==> config.mk <==
export PLATFORM = sky130hd
export DESIGN_NAME = bus_rr_arbiter
export DESIGN_NICKNAME = d
export VERILOG_FILES = /design/src/rtl/bus_rr_arbiter.sv
export SDC_FILE = /design/constraint.sdc
export NUM_CORES = 1
export LEC_CHECK = 0
export CAP_MARGIN = 40
export CORE_UTILIZATION = 45
export DETAILED_ROUTE_END_ITERATION = 8
export HOLD_SLACK_MARGIN = 0.08
export PLACE_DENSITY = 0.72
export RECOVER_POWER = 100
export SLEW_MARGIN = 20
export SYNTH_ARGS = -nofsm -noshare
export SYNTH_HDL_FRONTEND = slang
export SYNTH_SLANG_ARGS = --single-unit
==> constraint.sdc <==
create_clock -name clk -period 13.4 [get_ports clk]
set_input_delay 2.01 -clock clk [delete_from_list [all_inputs] [get_ports clk]]
set_output_delay 2.01 -clock clk [all_outputs]
set_load 0.02 [all_outputs]
==> src/rtl/bus_rr_arbiter.sv <==
// rtl/bus_rr_arbiter.sv - round-robin owner arbiter driving the mux16to1 select with bounded hold and turnaround
module bus_rr_arbiter #(
    parameter int N_REQ    = 16,
    parameter int SEL_W    = 5,
    parameter int MAX_HOLD = 8
) (
    input  logic             clk,
    input  logic             rst,
    input  logic [N_REQ-1:0] req,
    input  logic             arb_en,
    output logic [N_REQ-1:0] grant,
    output logic [SEL_W-1:0] fn_sel,
    output logic             bus_valid,
    output logic             preempt
);

    localparam int IDX_W  = $clog2(N_REQ);
    localparam int HOLD_W = (MAX_HOLD > 1) ? $clog2(MAX_HOLD) : 1;
    localparam logic [HOLD_W-1:0] HOLD_LAST = HOLD_W'(MAX_HOLD - 1);

    typedef enum logic [1:0] {
        S_IDLE,
        S_GRANT,
        S_TURN
    } state_t;

    state_t            state;
    logic [IDX_W-1:0]  ptr;
    logic [IDX_W-1:0]  owner;
    logic [HOLD_W-1:0] hold_cnt;

    logic [IDX_W-1:0]  cand;
    logic [IDX_W-1:0]  winner;
    logic              found;
    logic              others_wait;
    logic              release_now;

    // Rotating search starting at ptr; the 4-bit add wraps 15 back to 0.
    always_comb begin
        cand   = '0;
        winner = '0;
        found  = 1'b0;
        for (int k = 0; k < N_REQ; k++) begin
            cand = ptr + IDX_W'(k);
            if (!found && req[cand]) begin
                winner = cand;
                found  = 1'b1;
            end
        end
    end

    // grant holds exactly the owner bit while in GRANT, so masking it leaves only waiters.
    assign others_wait = |(req & ~grant);
    assign release_now = !req[owner] || ((hold_cnt == HOLD_LAST) && others_wait);

    always_ff @(posedge clk) begin
        if (rst) begin
            state     <= S_IDLE;
            ptr       <= '0;
            owner     <= '0;
            hold_cnt  <= '0;
            grant     <= '0;
            fn_sel    <= '0;
            bus_valid <= 1'b0;
            preempt   <= 1'b0;
        end else begin
            preempt <= 1'b0;
            case (state)
                S_IDLE, S_TURN: begin
                    if (arb_en && found) begin
                        state     <= S_GRANT;
                        owner     <= winner;
                        hold_cnt  <= '0;
                        grant     <= N_REQ'(1) << winner;
                        fn_sel    <= SEL_W'(winner);
                        bus_valid <= 1'b1;
                    end else begin
                        state <= S_IDLE;
                    end
                end
                S_GRANT: begin
                    if (release_now) begin
                        // Owner still requesting here means it was forced off the bus.
                        state     <= S_TURN;
                        preempt   <= req[owner];
                        ptr       <= owner + 1'b1;
                        grant     <= '0;
                        fn_sel    <= '0;
                        bus_valid <= 1'b0;
                    end else if (hold_cnt != HOLD_LAST) begin
                        hold_cnt <= hold_cnt + 1'b1;
                    end
                end
                default: begin
                    state     <= S_IDLE;
                    grant     <= '0;
                    fn_sel    <= '0;
                    bus_valid <= 1'b0;
                end
            endcase
        end
    end

endmodule

# ---- Word-level counts from Yosys, hierarchy flattened
# Index checks and enable logic that the tools add are counted.
dict set report word_totals {
  ff_bits 36
  word_cells 180
  input_bits 19
  output_inout_bits 23
}
dict set report op_classes {
  mux 82
  shifts 1
  n_bitwise 4
  n_reduce_logical 43
  order_cmp 17
  n_addsub 17
  n_eq_ne 8
}
# operator n
set op_table {}
lappend op_table {{4-bit by 5-bit less-than comparator with 1-bit output, second input constant} 17}
lappend op_table {{1-bit binary-select mux with 4-bit select} 17}
lappend op_table {{4-bit two-way mux} 16}
lappend op_table {{1-bit two-way mux} 36}
lappend op_table {{4-bit adder, second input constant} 8}
lappend op_table {{16-bit two-way mux} 2}
lappend op_table {{16-bit case mux with 2 select lines} 1}
lappend op_table {{1-bit logical AND} 17}
lappend op_table {{4-bit by 3-bit adder with 4-bit output, second input constant} 4}
lappend op_table {{16-bit bitwise AND} 1}
lappend op_table {{1-bit zero test} 16}
lappend op_table {{16-bit NOT} 1}
lappend op_table {{16-bit OR reduction} 1}
lappend op_table {{1-bit by 4-bit left shift with 16-bit output, first input constant} 1}
lappend op_table {{5-bit two-way mux} 2}
lappend op_table {{5-bit case mux with 2 select lines} 1}
lappend op_table {{3-bit two-way mux} 3}
lappend op_table {{4-bit by 1-bit adder with 4-bit output, second input constant} 2}
lappend op_table {{4-bit by 2-bit adder with 4-bit output, second input constant} 2}
lappend op_table {{2-bit inequality test, second input constant} 4}
lappend op_table {{3-bit case mux with 2 select lines} 1}
lappend op_table {{2-bit AND reduction} 3}
lappend op_table {{2-bit case mux with 2 select lines} 1}
lappend op_table {{4-bit AND reduction} 1}
lappend op_table {{13 further kinds} 14}

# ---- Depth between registers and ports, before layout
# Gate-level depths: netlist of run 1.
dict set report logic_depth {
  ltp_word 51
  mapped_depth 19
  mapped_depth_nobuf 12
}

# ---- Worst setup path before layout of run 1
# No wires, ideal clock.
dict set report synth_path {
  kind {input-to-reg}
  startpoint {input port req[15]}
  endpoint {register grant[14]}
  required_ps 13329
  path_stages 13
  t_arrival_ps 4605
  slack_ps 8724
  path_buffers 3
  cell_sequence {mux4_1 -> mux2i_1 -> mux2i_1 -> nor3_2 -> and2_1 -> buf_6 -> nand3b_4 -> o31ai_2 -> a21bo_4 -> and2_4 -> buf_8 -> buf_12 -> o2bb2ai_1}
}
dict set report synth_between {
  elab_chain_len 51
  elab_cells_between_ends 108
  classes_between {2 x eq/ne; 1 x shift; 68 x mux; 1 x bitwise; 36 x reduce/logical}
}
# element line_no
set synth_lines {}
lappend synth_lines {{from (decl)} 9} ;# input logic [N_REQ-1:0] req,
lappend synth_lines {{1-bit binary-select mux with 4-bit select} 45} ;# if (!found && req[cand]) begin
lappend synth_lines {{1-bit two-way mux (implied by the code)} 45}
lappend synth_lines {{1-bit two-way mux} 45}
lappend synth_lines {{1-bit zero test} 45}
lappend synth_lines {{1-bit logical AND} 45}
lappend synth_lines {{1-bit two-way mux} 45}
lappend synth_lines {{1-bit zero test} 45}
lappend synth_lines {{1-bit logical AND} 45}
lappend synth_lines {{[... 35 more ...]} --}
lappend synth_lines {{1-bit logical AND} 45}
lappend synth_lines {{1-bit two-way mux} 45}
lappend synth_lines {{1-bit zero test} 45}
lappend synth_lines {{1-bit logical AND} 45}
lappend synth_lines {{4-bit two-way mux or 1-bit two-way mux (tied branches)} 45}
lappend synth_lines {{1-bit by 4-bit left shift with 16-bit output or 1-bit logical AND (tied branches)} {74, 70}}
lappend synth_lines {{16-bit two-way mux or 2-bit inequality test (tied branches)} --}
lappend synth_lines {{16-bit case mux with 2 select lines or 2-bit AND reduction (tied branches)} --}
lappend synth_lines {{to (signal assigned)} 74} ;# grant <= N_REQ'(1) << winner;
lappend synth_lines {{to (decl)} 11} ;# output logic [N_REQ-1:0] grant,
# Parallel ways exist; a longest one is shown, timed or not. The select of a mux whose other input is x is not followed.
# A chain may end at the register's enable or synchronous reset.

# ---- Worst setup path after layout of run 1
dict set report layout_path {
  startpoint {input port req[12]}
  endpoint {register hold_cnt[0]}
}
dict set report layout_between {
  elab_chain_len 51
  elab_cells_between_ends 89
  classes_between {2 x eq/ne; 50 x mux; 1 x bitwise; 36 x reduce/logical}
}
# element line_no
set layout_lines {}
lappend layout_lines {{1-bit binary-select mux with 4-bit select} 45}
lappend layout_lines {{1-bit two-way mux (implied by the code)} 45}
lappend layout_lines {{1-bit two-way mux} 45}
lappend layout_lines {{1-bit zero test} 45}
lappend layout_lines {{1-bit logical AND} 45}
lappend layout_lines {{1-bit two-way mux} 45}
lappend layout_lines {{1-bit zero test} 45}
lappend layout_lines {{1-bit logical AND} 45}
lappend layout_lines {{[... 35 more ...]} --}
lappend layout_lines {{1-bit logical AND} 45}
lappend layout_lines {{1-bit two-way mux} 45}
lappend layout_lines {{1-bit zero test} 45}
lappend layout_lines {{1-bit logical AND} 45}
lappend layout_lines {{1-bit two-way mux} 45}
lappend layout_lines {{1-bit logical AND} 70} ;# if (arb_en && found) begin
lappend layout_lines {{2-bit inequality test (no source line)} --}
lappend layout_lines {{4-bit AND reduction (no source line) *} --}
lappend layout_lines {{to (signal assigned)} 91} ;# hold_cnt <= hold_cnt + 1'b1;
lappend layout_lines {{to (decl)} 30} ;# logic [HOLD_W-1:0] hold_cnt;
# Every way passes the cells marked *; elsewhere a longest branch is shown, timed or not. The select of a mux whose other input is x is not followed.

==> results of run 1 <==
[cell usage in the layout (no fill, tap or decap), types with 13 or more instances in the layout]
master and n:
clkdlybuf4s50_1 16, nand2_1 35, nand3_1 13, mux4_2 26
dlygate4sd3_1 24, inv_1 24, a21oi_1 30, o2bb2ai_1 15
mux2_2 14, nor2_1 33, dfxtp_1 35, mux2i_1 31
[state kept, by name (all words and copies together), names as in the netlist]
name	flops
bus_valid	1
fn_sel	4
hold_cnt	3
grant	16
owner	4
ptr	4
preempt	1
state	2
[through the flow]
stage	utilization [%]	hold slack, ps
2_1_floorplan	-	465
3_3_place_gp	51.2	445
3_5_place_dp	51.2	450
4_1_cts	52.6	460
5_1_grt	52.0	488
6_report	52.0	453
[metal layers]
metal	global-route usage [%]	vias up	share of wire, %	wire, um
li1	-	1796	-	-
met1	36.3	1926	41	5120
met2	40.1	256	46	5730
met3	5.11	46	9.2	1150
met4	11.4	0	3.6	452
met5	0	-	0	0
[cell families (layout without fill, tap and decap cells)]
family / Yosys count / after routing / share of synthesized area, %
XOR/XNOR: 12 / 12 / 2.77
other: 1 / 1 / 0.0922
AO/OA/AOI/OAI: 130 / 130 / 23.6
flip-flops: 35 / 35 / 17.2
multiplexers: 78 / 78 / 30.0
adder cells (fa/ha/maj): 10 / 10 / 3.08
AND/OR/NAND/NOR: 131 / 131 / 16.7
buffers and inverters: 52 / 78 / 6.49
[worst max-delay path, delay by kind of cell]
family / cells / cell delay (ps)
muxes: 4 / 1610
and+or+nand+nor: 4 / 1190
buffers and inverters: 1 / 700
AOI/OAI and AO/OA: 2 / 1660
[power breakdown]
part	switching, mW	internal (mW)
clock network	0.0389	0.0602
logic	0.150	0.0998
registers	0.00632	0.110
total	0.196	0.270
[area by class of cell]
class	instances	area [um2]
clock buffers	6	82.6
clock inverters	2	35.0
fillers	761	4190
inverters	26	97.6
multi-input cells	362	3050
flip-flops and latches	35	701
well taps	108	135
repair buffers	44	430
[final timing paths]
check	to	slack (ps)	start
worst max-delay path	hold_cnt[0]$_SDFFE_PP0P_	6370	req[12]
worst min-delay path	fn_sel[3]$_SDFFE_PP0P_	450	fn_sel[3]$_SDFFE_PP0P_
worst max register to register	hold_cnt[0]$_SDFFE_PP0P_	6810	ptr[0]$_SDFFE_PP0P_
worst min register to register	fn_sel[3]$_SDFFE_PP0P_	450	fn_sel[3]$_SDFFE_PP0P_
==> impl_metrics.ini, run 1 <==
[route]
finalWirelength_mm = 12.4
drt_iter0_markers = 333
wl_per_cell_um = 21.3
route.antenna.remaining_nets = 0
vias = 4024
drc = 0
detail_route.vias_per_cell = 6.90
first_pass_iters = 5

[floorplanning]
start_util_pct = 46.7
ios = 42
die_w_um = 97.1
dieHeight_um = 97.1
die_area_um2 = 9430
core_um2 = 8720
rows = 34

[worst_setup_path]
criticalPathCategory = input port to flop
cp-start-kind = input port
cp.arrival_ps = 7190
cp_slowest_cell = o311ai_0
crit_path_end_kind = flop
crit_chain = dlygate4sd3_1, mux4_1, mux2i_1, mux2i_1, nor3_1, and2_0, nand3b_1, o311ai_0, o21ai_0, mux2i_1, nor2_1
crit_fanout = 9
cpPeakStageDelay_ps = 1140
crit_top_cell = mux2i_1
timing.critical_path.required_ps = 13550
worst-r2r-cell-count = 13

[cells_and_area]
fin_area_um2 = 4530
finalNonFillerCells = 583
drive_gt1_share_pct = 12.4
area_growth_pct = 11.3
insertedDiodeCount = 0
fin_nets = 503

[clocking]
cts_resized = 0
path_clk_slew_ps = 70
cts_tree = done
cts_sinks = 35
root_buffer = clkbuf_8
cts_made_buffers = 5
postCtsSetupRepairBufs = 0
clk-insertion-delay-late_ps = 290
ctsHoldBuffers = 0
clk_path_buf_depth = 2
htreeDepth = 2

[sta]
max_freq_mhz = 142
finalHoldViolCount = 0
fin_skew_ps = 5.09
fin_tns_setup_ps = 0
tightest_slew_ps = 1260
setup_violations = 0
post-route-min-period_ps = 7030
timing.final.crit_share_pct = 52.5
rsz0062_at_grt = no
final_max_slew_viol_count = 0
finalWorstSetupSlack_ps = 6370
max-slew-margin-rel_pct = 15.2

[synth]
synth_area_leaders = dfxtp_1 17%, mux4_2 14%, mux2i_1 7.6%, mux4_1 3.9%, mux2_2 3.9%
ys_warn_count = 0
netlist_area_um2 = 4070
syn_avg_cell_area_um2 = 9.06
synth_flop_cell = dfxtp_1
ys_seq_area_share_pct = 17.2
netlist.area_leader.share_pct = 17.2
synth_edf_count = 0
ys_types = 75
synth-async-reset-ratio_pct = 0
yosys-top-cells-count = 35 x dfxtp_1, 35 x nand2_1, 33 x nor2_1, 31 x mux2i_1, 29 x a21oi_1
ys_ff_latch = 35
synth.largest_area_cell = dfxtp_1
netlist_instances = 449
syn-num-nets = 478

[power]
vdd_drop_max_mv = 0.0717
power_mw = 0.466
p_leak_nw = 1.70
p_per_area_nw_per_um2 = 103

[global_routing]
grt_antenna_before_repair = 0
first_global_vias = 3692
grt_pass1_wl_mm = 19.8
grt_use_total_pct = 26.3
grt_overflow_total = 0
grt_max_degree = 35

[placed_design]
place_inst = 575
dp_slack_ps = 7420
placed_area_um2 = 4470
gp_congestion = 0.956
io_buffers = 40
dp_hpwl_mm = 9.16

[min_path]
hold_depth = 2
hold_path.class = flop to flop

[run_status]
status = finished, final reports clean

[run]
maxCapViolCount = 0
Power figures use the tool's default switching activity.
==> run 2, diff against run 1 <==
- PLACE_DENSITY: 0.72 -> 0.74
- clock period: 13.4 -> 6.3 ns (I/O delays scaled with it)
==> run 2 against run 1 <==
  * Flip-flop and latch count unchanged
  * Critical path depth decreased by 1
  * Core utilization decreased by 0.16 points
  * Clock power increased by 54%
  * Clock-buffer cell count increased by 1
  * Sequential share of layout area about the same
  * Clock skew increased by 1.4 ps
  * Setup slack got worse by 5600 ps
  * Highest routed layer unchanged
==> impl_metrics.ini, run 2 (synthesis results as in run 1) <==
[run_status]
status = finished, final reports clean

[clocking]
clk-insertion-delay-late_ps = 280
postCtsSetupRepairBufs = 0
cts_resized = 0
cts_sinks = 35
cts_tree = done
cts_made_buffers = 5
clk_path_buf_depth = 2
ctsHoldBuffers = 0
root_buffer = clkbuf_8
htreeDepth = 2
path_clk_slew_ps = 70

[power]
vdd_drop_max_mv = 0.201
p_leak_nw = 1.69
swShare_pct = 43.8
comb_power_share_pct = 56.7
intPower_mw = 0.525
pwr-share-seq_pct = 27.0
p_per_area_nw_per_um2 = 207
pwr-share-clk_pct = 16.4
power.switching_mw = 0.409

[route]
route.antenna.remaining_nets = 0
vias = 3941
finalWirelength_mm = 12.4
drc = 0
first_pass_iters = 5
drt_iter0_markers = 377
detail_route.vias_per_cell = 6.76
wl_per_cell_um = 21.2

[cells_and_area]
utilization_pct = 51.8
insertedDiodeCount = 0
area_growth_pct = 11.0
final_cell_mix = 35 x nand2_1, 35 x dfxtp_1, 33 x nor2_1
top_register = grant
drive_gt1_share_pct = 12.6
fillers = 776
fin_area_um2 = 4520
largest_reg_flops = 16
fin_nets = 503

[worst_setup_path]
cp-startpoint = ptr[2]$_SDFFE_PP0P_
worst-r2r-cell-count = 10
cp-start-kind = flop
cp.arrival_ps = 5720
criticalPathCategory = flop to flop
timing.critical_path.required_ps = 6510
crit_fanout = 23
r2r-start = ptr[2]$_SDFFE_PP0P_
crit_path_end_kind = flop

[min_path]
hold_path_startpoint = fn_sel[0]$_SDFFE_PP0P_
hold_path.class = flop to flop
hold_depth = 2

[sta]
fin_tns_setup_ps = 0
post-route-min-period_ps = 5510
setup_violations = 0
rsz0062_at_grt = no
fin_skew_ps = 6.53
finalHoldViolCount = 0
final_max_slew_viol_count = 0
max_freq_mhz = 181
timing.final.crit_share_pct = 87.5
max-slew-margin-rel_pct = 46.3
tightest_slew_ps = 804

[floorplanning]
start_util_pct = 46.7
die_w_um = 97.1
ios = 42
core_um2 = 8720
dieHeight_um = 97.1
die_area_um2 = 9430
rows = 34

[global_routing]
grt_pass1_wl_mm = 20.1
grt_antenna_before_repair = 0
first_global_vias = 3663
grt_max_degree = 34
grt_use_total_pct = 26.6
grt_overflow_total = 0

[placed_design]
gp_congestion = 0.981
io_buffers = 40
dp_hpwl_mm = 9.30
placed_area_um2 = 4460

[run]
maxCapViolCount = 0
## run 2: cell types whose count changed in the layout (fill, tap and decap cells not counted), sizes merged
cell           before  now
clkdlybuf4s50      16   17
clkbuf              6    8
buf                 4    3
dlygate4sd3        24   23
bufinv              1    0
## run 2: metrics by stage
stage	cells	power, mW	hold WS (ps)	worst slack [ps]
CTS	582	0.932	461	980
global placement	574	0.777	444	1140
detailed placement	574	0.781	451	1010
finish	583	0.934	455	788
floorplan	449	0.647	465	1900
global route	583	0.987	493	445
## run 2: area by class of cell
class                      instances  area [um2]  share of cell area (%)
multi-input combinational        362        3070                    68.0
sequential                        35         701                    15.5
timing repair buffer              44         430                    9.53
tap                              108         135                    2.99
inverter                          26        97.6                    2.16
clock buffer                       7        76.3                    1.69
clock inverter                     1        5.00                   0.111
## run 2: power groups by stage
| stage | Combinational (mW) | Sequential (mW) | Clock (mW) |
|---|---|---|---|
| after CTS | 0.526 | 0.252 | 0.154 |
| after detailed placement | 0.524 | 0.257 | 0 |
| final | 0.529 | 0.252 | 0.153 |
| after floorplan | 0.390 | 0.257 | 0 |
| after global placement | 0.521 | 0.257 | 0 |
| after global routing | 0.567 | 0.254 | 0.165 |
## run 2: worst paths after layout
| check | slack [ps] | endpoint |
|---|---|---|
| setup / recovery | 790 | grant[1]$_SDFFE_PP0P_ |
| hold / removal | 450 | fn_sel[0]$_SDFFE_PP0P_ |
| setup reg to reg | 790 | grant[1]$_SDFFE_PP0P_ |
| hold reg to reg | 450 | fn_sel[0]$_SDFFE_PP0P_ |
## run 2: routing by layer
layer	vias to the layer above	share of wire, %	track usage, %
li1	1792	-	-
met1	1866	43	36.8
met2	248	46	43.2
met3	35	8.4	3.09
met4	0	3.1	8.84
met5	-	0	0
## run 2: critical path: stages, from the launching register on
cell,delay [ps]
dfxtp_1,850
clkinv_1,510
ha_1,940
mux4_2,670
nor3_1,270
and2_0,430
nand3b_1,400
o21a_1,220
a221oi_1,630
nand3b_1,280
o2bb2ai_1,220
==> run 3, diff against run 2 <==
- PLACE_DENSITY: 0.74 -> not set
- PLACE_DENSITY_LB_ADDON: not set -> 0.2
==> run 3 against run 2 <==
  * Fmax is 7.8% higher
  * Register-to-register slack gained 400 ps
  * Routed wire length rose by 1.8%
  * Critical path type unchanged
  * Clock-buffer cell count shrank 1
  * Critical endpoint is now hold_cnt[2]$_SDFFE_PP0P_
  * Worst hold slack got worse by 2.8 ps
  * Combinational power grew 3%
  * Design area grew 0.69%
==> impl_metrics.ini, run 3 (synthesis results as in run 1) <==
[worst_setup_path]
criticalPathCategory = flop to flop
cp.arrival_ps = 5260
cp_top_family = multiplexers
crit_fanout = 14
cp-start-kind = flop
cp_slowest_cell = ha_1
timing.critical_path.required_ps = 6450
crit_chain = clkinv_1, ha_1, mux4_1, mux2i_1, mux2i_1, nor3_1, and2_0, nand3b_1, o311ai_4, o21ai_0, mux2i_1, nor2_1
crit_path_end_kind = flop
cpPeakStageDelay_ps = 790
crit_top_cell = mux2i_1
crit_buf_inv = 1
reg2reg_slack_ps = 1190

[power]
p_leak_nw = 1.71
pwr-share-seq_pct = 26.2
comb_power_share_pct = 57.3
intPower_mw = 0.529
swShare_pct = 44.2
p_per_area_nw_per_um2 = 208
pwr-share-clk_pct = 16.5
vdd_drop_max_mv = 0.132
power.switching_mw = 0.419

[floorplanning]
rows = 34
dieHeight_um = 97.1
start_util_pct = 46.7
core_um2 = 8720
die_area_um2 = 9430
ios = 42
die_w_um = 97.1

[global_routing]
grt_antenna_before_repair = 0
grt_overflow_total = 0
grt_max_degree = 34
grt_pass1_wl_mm = 20.2
grt_use_total_pct = 26.9
first_global_vias = 3786

[clocking]
cts_made_buffers = 5
cts_sinks = 35
clk-insertion-delay-late_ps = 280
cts_tree = done
root_buffer = clkbuf_8
path_clk_slew_ps = 70
postCtsSetupRepairBufs = 0
ctsHoldBuffers = 0
clk_path_buf_depth = 2
htreeDepth = 2
cts_resized = 0

[cells_and_area]
insertedDiodeCount = 0
drive_gt1_share_pct = 13.6
finalNonFillerCells = 586
area_growth_pct = 11.8
fillers = 790
fin_nets = 506
final_cell_mix = 35 x nand2_1, 35 x dfxtp_1, 33 x nor2_1
largest_reg_flops = 16
top_register = grant

[sta]
finalHoldViolCount = 0
post-route-min-period_ps = 5110
final_max_slew_viol_count = 0
fin_skew_ps = 5.39
rsz0062_at_grt = no
tightest_slew_ps = 825
timing.final.crit_share_pct = 81.2
fin_tns_setup_ps = 0
max-slew-margin-rel_pct = 45.0
setup_violations = 0
max_freq_mhz = 196

[route]
route.antenna.remaining_nets = 0
drc = 0
drt_iter0_markers = 230
wl_per_cell_um = 21.5
first_pass_iters = 5
detail_route.vias_per_cell = 6.61
vias = 3874
finalWirelength_mm = 12.6

[placed_design]
gp_congestion = 0.994
dp_hpwl_mm = 9.45
place_inst = 575
io_buffers = 40

[min_path]
hold_path.class = flop to flop

[run]
maxCapViolCount = 0

[run_status]
status = finished, final reports clean
[run 3: metrics by stage]
| stage | hold WS (ps) | worst slack (ps) | power [mW] | utilization (%) | area, um2 |
|---|---|---|---|---|---|
| 6_report | 452 | 1190 | 0.948 | 52.2 | 4550 |
| 5_1_grt | 490 | 728 | 1.00 | 52.2 | 4550 |
| 4_1_cts | 458 | 1460 | 0.940 | 52.2 | 4550 |
| 3_5_place_dp | 448 | 1480 | 0.784 | 51.2 | 4470 |
| 3_3_place_gp | 446 | 1580 | 0.780 | 51.2 | 4470 |
| 2_1_floorplan | 465 | 1900 | 0.647 | - | 4070 |
[run 3: layout make-up]
class	instances	area [um2]	share of cell area [%]
Clock buffer	6	72.6	1.60
Clock inverter	2	12.5	0.275
Inverter	26	97.6	2.15
Multi-Input combinational cell	362	3080	67.8
Sequential cell	35	701	15.4
Tap cell	108	135	2.97
Timing Repair Buffer	47	448	9.85
[run 3: routing by layer]
| layer | global-route usage, % | wire (um) | vias up | part of all wire [%] |
|---|---|---|---|---|
| li1 | - | - | 1797 | - |
| met1 | 35.4 | 5450 | 1860 | 43 |
| met2 | 44.6 | 5930 | 194 | 47 |
| met3 | 5.25 | 940 | 23 | 7.5 |
| met4 | 8.27 | 282 | 0 | 2.2 |
| met5 | 0 | 0 | - | 0 |
[run 3: power by group through the flow]
stage	registers, mW	logic, mW	clock network (mW)
after global routing	0.250	0.582	0.168
after detailed placement	0.253	0.531	0
after global placement	0.253	0.527	0
after CTS	0.248	0.534	0.158
after floorplan	0.257	0.390	0
final	0.248	0.543	0.156
[run 3: worst reg2reg max path, stage by stage (launching register included)]
cell and delay (ps):
dfxtp_1 340, clkinv_1 220, ha_1 790, mux4_1 740, mux2i_1 450, mux2i_1 200, nor3_1 260, and2_0 410
nand3b_1 390, o311ai_4 550, o21ai_0 340, mux2i_1 230, nor2_1 50
[run 3: worst paths after layout]
check | from | cells after the start | to
setup / recovery | ptr[0]$_SDFFE_PP0P_ | 12 | hold_cnt[2]$_SDFFE_PP0P_
hold / removal | fn_sel[3]$_SDFFE_PP0P_ | 2 | fn_sel[3]$_SDFFE_PP0P_
setup reg to reg | ptr[0]$_SDFFE_PP0P_ | 12 | hold_cnt[2]$_SDFFE_PP0P_
hold reg to reg | fn_sel[3]$_SDFFE_PP0P_ | 2 | fn_sel[3]$_SDFFE_PP0P_
